$ cat src/rtl/chip8_pkg.sv
// Shared definitions for the CHIP-8 program loader: loader FSM states,
// the default frame sync byte and the instruction word width.
package chip8_pkg;

  localparam int         WORD_W    = 16;
  localparam logic [7:0] SYNC_BYTE = 8'hA5;

  typedef enum logic [2:0] {
    ST_IDLE  = 3'd0,
    ST_LEN   = 3'd1,
    ST_HI    = 3'd2,
    ST_LO    = 3'd3,
    ST_WRITE = 3'd4,
    ST_CSUM  = 3'd5
  } loader_state_t;

endpackage

$ cat src/rtl/program_loader.sv
// Framed byte stream -> 16-bit program memory writes; holds the CPU until a good frame lands.
// Latency: mem_we pulses in the cycle after the LO-byte handshake; flags update the cycle after CSUM.
// Backpressure: rx_ready drops only in the WRITE cycle, so at most one word per 3 cycles.
module program_loader
  import chip8_pkg::*;
#(
  parameter int         ADDR_W = 8,
  parameter logic [7:0] SYNC   = SYNC_BYTE
) (
  input  logic                clk,
  input  logic                rst,
  input  logic [7:0]          rx_data,
  input  logic                rx_valid,
  output logic                rx_ready,
  output logic                mem_we,
  output logic [ADDR_W-1:0]   mem_addr,
  output logic [WORD_W-1:0]   mem_wdata,
  output logic                cpu_hold,
  output logic                done,
  output logic                error
);

  loader_state_t       state_q;
  logic [ADDR_W-1:0]   addr_q;
  logic [ADDR_W:0]     wcnt_q;     // words written so far in this frame
  logic [ADDR_W:0]     nwords_q;   // frame length; one extra bit so LEN=0 can mean 2^ADDR_W
  logic [7:0]          sum_q;
  logic [7:0]          hi_q;
  logic [WORD_W-1:0]   wdata_q;
  logic                we_q;
  logic                ready_q;
  logic                hold_q;
  logic                done_q;
  logic                error_q;

  logic                xfer;
  logic [ADDR_W:0]     nwords_d;
  logic [ADDR_W:0]     wcnt_d;
  logic [7:0]          sum_d;

  assign xfer     = rx_valid && ready_q;
  assign nwords_d = (rx_data == 8'd0) ? {1'b1, {ADDR_W{1'b0}}} : (ADDR_W+1)'(rx_data);
  assign wcnt_d   = wcnt_q + 1'b1;
  assign sum_d    = sum_q + rx_data;

  // Loader FSM: frame parsing, checksum accumulation and all registered outputs.
  always_ff @(posedge clk) begin
    if (rst) begin
      state_q  <= ST_IDLE;
      addr_q   <= '0;
      wcnt_q   <= '0;
      nwords_q <= '0;
      sum_q    <= '0;
      hi_q     <= '0;
      wdata_q  <= '0;
      we_q     <= 1'b0;
      ready_q  <= 1'b0;
      hold_q   <= 1'b1;
      done_q   <= 1'b0;
      error_q  <= 1'b0;
    end else begin
      case (state_q)
        ST_IDLE: begin
          ready_q <= 1'b1;
          if (xfer && rx_data == SYNC) begin
            // A new frame invalidates whatever the previous one reported.
            hold_q  <= 1'b1;
            done_q  <= 1'b0;
            error_q <= 1'b0;
            state_q <= ST_LEN;
          end
        end
        ST_LEN: begin
          if (xfer) begin
            nwords_q <= nwords_d;
            addr_q   <= '0;
            wcnt_q   <= '0;
            sum_q    <= '0;
            state_q  <= ST_HI;
          end
        end
        ST_HI: begin
          if (xfer) begin
            hi_q    <= rx_data;
            sum_q   <= sum_d;
            state_q <= ST_LO;
          end
        end
        ST_LO: begin
          if (xfer) begin
            sum_q   <= sum_d;
            wdata_q <= {hi_q, rx_data};
            we_q    <= 1'b1;
            ready_q <= 1'b0;
            state_q <= ST_WRITE;
          end
        end
        ST_WRITE: begin
          // Address wraps naturally on a full-size frame; the word counter decides the end.
          we_q    <= 1'b0;
          ready_q <= 1'b1;
          addr_q  <= addr_q + 1'b1;
          wcnt_q  <= wcnt_d;
          state_q <= (wcnt_d == nwords_q) ? ST_CSUM : ST_HI;
        end
        ST_CSUM: begin
          if (xfer) begin
            if (rx_data == sum_q) begin
              done_q <= 1'b1;
              hold_q <= 1'b0;
            end else begin
              error_q <= 1'b1;
            end
            state_q <= ST_IDLE;
          end
        end
        default: state_q <= ST_IDLE;
      endcase
    end
  end

  assign rx_ready  = ready_q;
  assign mem_we    = we_q;
  assign mem_addr  = addr_q;
  assign mem_wdata = wdata_q;
  assign cpu_hold  = hold_q;
  assign done      = done_q;
  assign error     = error_q;

endmodule

$ cat config.mk
export PLATFORM = sky130hd
export DESIGN_NAME = program_loader
export DESIGN_NICKNAME = d
export VERILOG_FILES = /design/src/rtl/chip8_pkg.sv /design/src/rtl/program_loader.sv
export SDC_FILE = /design/constraint.sdc
export NUM_CORES = 1
export LEC_CHECK = 0
export CORE_MARGIN = 1
export CORE_UTILIZATION = 40
export CTS_BUF_LIST = sky130_fd_sc_hd__clkbuf_2 sky130_fd_sc_hd__clkbuf_4 sky130_fd_sc_hd__clkbuf_8
export DETAILED_ROUTE_END_ITERATION = 10
export PLACE_DENSITY = 0.66
export REMOVE_ABC_BUFFERS = 1
export SYNTH_ARGS = -nofsm -noshare
export SYNTH_HDL_FRONTEND = slang
export SYNTH_SLANG_ARGS = --single-unit
$ cat constraint.sdc
create_clock -name clk -period 5.4 [get_ports clk]
set_clock_uncertainty 0.15 [all_clocks]
set_input_delay 0.81 -clock clk [delete_from_list [all_inputs] [get_ports clk]]
set_output_delay 0.81 -clock clk [all_outputs]
set_load 0.01 [all_outputs]
# ---- After elaboration in Yosys (flattened, before gate mapping)
# Cells that the tools add are included.
dict set report totals {
  ff_bits 66
  latch_bits 0
  ramBits 0
  romBits 0
  output_inout_bits 29
  word_cells 81
  memories 0
}
dict set report op_classes {
  addsub 3
  mul 0
  div_mod_pow 0
  order_cmp 0
  eq_ne 16
  shifts 0
  mux 29
  bitwise_logic 0
  n_reduce_logical 21
}
# cell count
set op_table {}
lappend op_table {{8-bit case mux with 2 select lines} 2}
lappend op_table {{3-bit two-way mux} 6}
lappend op_table {{9-bit two-way mux} 2}
lappend op_table {{3-bit case mux with 6 select lines} 1}
lappend op_table {{9-bit case mux with 2 select lines} 1}
lappend op_table {{8-bit two-way mux} 2}
lappend op_table {{2-bit != test (second input constant)} 7}
lappend op_table {{2-bit AND reduction} 6}
lappend op_table {{1-bit two-way mux} 10}
lappend op_table {{1-bit case mux with 2 select lines} 5}
lappend op_table {{2-bit nonzero test} 5}
lappend op_table {{9-bit by 1-bit adder with 9-bit output (second input constant)} 1}
lappend op_table {{9-bit equality test} 1}
lappend op_table {{8-bit by 1-bit adder with 8-bit output (second input constant)} 1}
lappend op_table {{8-bit adder} 1}
lappend op_table {{8-bit equality test} 1}
lappend op_table {{8-bit equality test (second input constant)} 1}
lappend op_table {{8-bit logical NOT} 1}
lappend op_table {{4-bit AND reduction} 2}
lappend op_table {{3-bit by 2-bit equality test with 1-bit output (second input constant)} 2}
lappend op_table {{3-bit equality test (second input constant)} 2}
lappend op_table {{5-bit AND reduction} 1}
lappend op_table {{2-bit OR reduction} 2}
lappend op_table {{3-bit by 1-bit equality test with 1-bit output (second input constant)} 1}
lappend op_table {{4 further kinds} 5}

# ---- Depth between registers and ports, before layout
dict set report depth {
  depth_word 4
  ltp_mapped 8
  mapped_depth_nobuf 8
}

# ---- Worst setup path after synthesis
# Ideal clock, no wire load.
dict set report synth_path {
  path_kind {in2reg}
  from {input port rx_data[1]}
  to {register sum_q[7]}
  setup_ns 0.062
  arrival_ns 2.238
  required_ns 5.188
  setup_slack_ns 2.950
  path_stages 7
  path_buffers 0
  path_cell_list {ha_1 > a21oi_1 > o21ai_1 > a2111oi_0 > nor3_1 > a2111o_1 > nand3_1}
}
dict set report synth_via {
  elab_chain_cells 3
}
# item line_no
set synth_rtl {}
lappend synth_rtl {{start, declared} program_loader.sv:12} ;# input logic [7:0] rx_data,
lappend synth_rtl {{8-bit adder} program_loader.sv:44} ;# assign sum_d = sum_q + rx_data;
lappend synth_rtl {{8-bit two-way mux} {program_loader.sv:83, program_loader.sv:90}}
lappend synth_rtl {{8-bit case mux with 2 select lines} program_loader.sv:62} ;# case (state_q)
lappend synth_rtl {{end signal, assigned} program_loader.sv:85} ;# sum_q <= sum_d;
lappend synth_rtl {{end signal, assigned} program_loader.sv:91} ;# sum_q <= sum_d;
lappend synth_rtl {{end, declared} program_loader.sv:27} ;# logic [7:0] sum_q;
# Every way passes these cells. The select of a mux whose other input is x is not followed.
# A chain may end at the register's enable or synchronous reset.

# ---- Worst setup path after layout
# Ends and elaborated chain as after synthesis.

==> results.yml <==
outcome:
  status: "finished, final reports clean"
power_and_ir_drop:
  p_seq_frac: 0.513
  cellPowerDensity_mw_per_mm2: 245.4
  p_switching_uw: 233.4
  p_int_uw: 715.4
  switching_share: 0.2460
  irDropWorstVdd_v: 0.0001323
  p_leak_nw: 1.348
  p_clk_frac: 0.452
  combPwrFrac: 0.035
final_layout:
  mostFrequentLayoutCells: "nand2_1, dfxtp_1, a21oi_1, nor2_1, clkdlybuf4s50_1"
  final_common_cell: "nand2_1"
  final_cell_count_no_fill: 550
  n_antenna_cell: 0
  fin_area_mm2: 0.003866
  drive_gt1_frac: 0.06696
  layout.nets: 464
  syn_to_final_growth_pct: 19.67
worst_setup_path:
  cp-end-kind: "flip-flop"
  r2r-start: "state_q[0]"
  worstPathMaxFanout: 6
  ff2ff_setup_slack_ps: 2800
  crit_path_start_kind: "input port"
  cp_data_arrival_time_ps: 3090
  worst_r2r_path_depth: 6
  critPathRequiredTime_ps: 5550
  r2r-end: "wcnt_q[7]"
  worstSetupPathType: "input port to flip-flop"
yosys:
  ys_seq_area_frac: 0.4090
  synth_edf_count: 0
  ys_types: 49
  synth_area_mm2: 0.003231
  netlist_instances: 413
  synthArstFlopShare: 0
  ys.flop_type: "dfxtp_1"
  ys_warn_count: 0
  syn_avg_cell_area_um2: 7.822
  synth.ff_latch_count: 66
global_route:
  grt_usage: 0.1936
  grt_pass1_wl_um: 13010
  grt_max_degree: 44
  grt_pass1_vias: 2865
  antenna_found_initial: 0
  overflow: 0
clock_network:
  tritoncts: "built"
  cts.path.max_buffers: 2
  cts_hold_buf: 0
  cts_htree_levels: 3
  postCtsSetupBuffers: 0
  clk_latency_ps: 350
  root_buffer: "clkbuf_8"
  cts_made_buffers: 9
  path_clk_slew_ps: 80
  cts-resized-gates: 0
  numClockSinks: 66
sta:
  rsz0062_at_grt: "no"
  hold_ws_ps: 306.6
  setup_viol: 0
  tightest_slew_ps: 894.4
  max_clock_freq_mhz: 340.3
  period_needed_ps: 2939
  fin_tns_setup_ps: 0
  slew_headroom: 0.4015
  final_min_period_over_clock_period: 0.5442
  hold_viol: 0
  drv_slew: 0
min_path:
  hp-class: "flip-flop to flip-flop"
  hp-start: "mem_wdata[14]"
  min_to: "mem_wdata[14]"
  whs_path_depth: 2
floorplan:
  ios: 40
  die_x_um: 91.87
  core-area_mm2: 0.007767
  rows: 32
  die_area_mm2: 0.008440
  die_y_um: 91.87
  start_util: 0.4159
routing:
  viasPerCell: 5.347
  drtAntennaViolNets: 0
  drc: 0
  wl_per_cell_um: 13.86
  drt_iter0_drc: 133
  wl_um: 7625
  dr.pass1.iters: 5
  num_vias: 2941
place:
  dp_hpwl_um: 5104
  portBuffers: 39
  dpl_cell_area_mm2: 0.003664
  gp_congestion: 0.8325
  dpl.cell_count: 534
job:
  timing.max_cap.violations: 0
==> layout make-up <==
type,instances,area [um^2]
Fill cell,765,3901
Multi-Input combinational cell,321,1799
Sequential cell,66,1321
Timing Repair Buffer,41,400.4
Tap cell,102,127.6
Clock buffer,9,123.9
Clock inverter,7,78.83
Inverter,4,15.01
==> metrics by stage <==
step / power [mW] / worst slack (ps) / util
after global routing: 0.9809 / 2350 / 0.4977
final: 0.9488 / 2461 / 0.4977
after global placement: 0.5313 / 2238 / 0.4716
after detailed placement: 0.5318 / 2167 / 0.4716
after floorplan: 0.5075 / 2950 / -
after CTS: 0.9566 / 2537 / 0.4977
==> registers in the layout, indices dropped and copies added (netlist names) <==
name       count
cpu_hold       1
done           1
error          1
hi_q           8
mem_addr       8
mem_wdata     16
mem_we         1
nwords_q       9
rx_ready       1
state_q        3
sum_q          8
wcnt_q         9
==> how the worst max path moves through the flow <==
| stage | slack [ps] | from | endpoint |
|---|---|---|---|
| finish | 2460 | rx_data[1] | sum_q[7] |
| global route | 2350 | rx_data[1] | sum_q[7] |
| CTS | 2540 | rx_data[1] | sum_q[7] |
| detailed placement | 2170 | rx_data[1] | sum_q[7] |
| global placement | 2240 | rx_data[1] | sum_q[7] |
| floorplan | 2950 | rx_data[1] | sum_q[7] |
==> synth_stat cells, types with 4 or more instances <==
cell / n / area share
nand2_1: 76 / 0.088
or4_1: 4 / 0.0093
inv_1: 4 / 0.0046
ha_1: 9 / 0.035
a22oi_1: 7 / 0.016
nor2_1: 45 / 0.052
nor3_1: 9 / 0.014
nand3_1: 11 / 0.017
clkbuf_1: 12 / 0.014
xor2_1: 6 / 0.016
dfxtp_1: 66 / 0.41
xnor2_1: 12 / 0.033
a21oi_1: 62 / 0.096
buf_2: 10 / 0.015
nand2b_1: 6 / 0.012
o21ai_0: 22 / 0.034
==> per-layer routing <==
metal / part of all wire / routed length (um) / GRT usage
met1: 0.48 / 3633 / 0.2422
met2: 0.47 / 3548 / 0.3203
met3: 0.040 / 305 / 0.04146
met4: 0.018 / 137 / 0.08333
met5: 0 / 0 / 0
==> kinds of logic after synthesis <==
kind of cell / synth area share
buf+inv: 0.03408
fa+ha+maj: 0.04105
compound gates: 0.2060
flops: 0.4090
xor+xnor: 0.04880
simple gates: 0.2576
mux: 0.003485
==> worst max-delay path: stages <==
cell and delay [ps]:
clkdlybuf4s50_1 630, ha_1 300, a21oi_1 190, o21ai_1 100, a2111oi_0 440, nor3_1 140
a2111o_1 390, nand3_1 80
==> power by group through the flow <==
| stage | clock, mW | sequential, mW | combinational (mW) |
|---|---|---|---|
| 6_report | 0.428 | 0.487 | 0.0332 |
| 5_1_grt | 0.457 | 0.487 | 0.0363 |
| 4_1_cts | 0.436 | 0.487 | 0.0331 |
| 3_5_place_dp | 0 | 0.499 | 0.0331 |
| 3_3_place_gp | 0 | 0.499 | 0.0326 |
| 2_1_floorplan | 0 | 0.499 | 0.00868 |
Power figures use the tool's default switching activity.
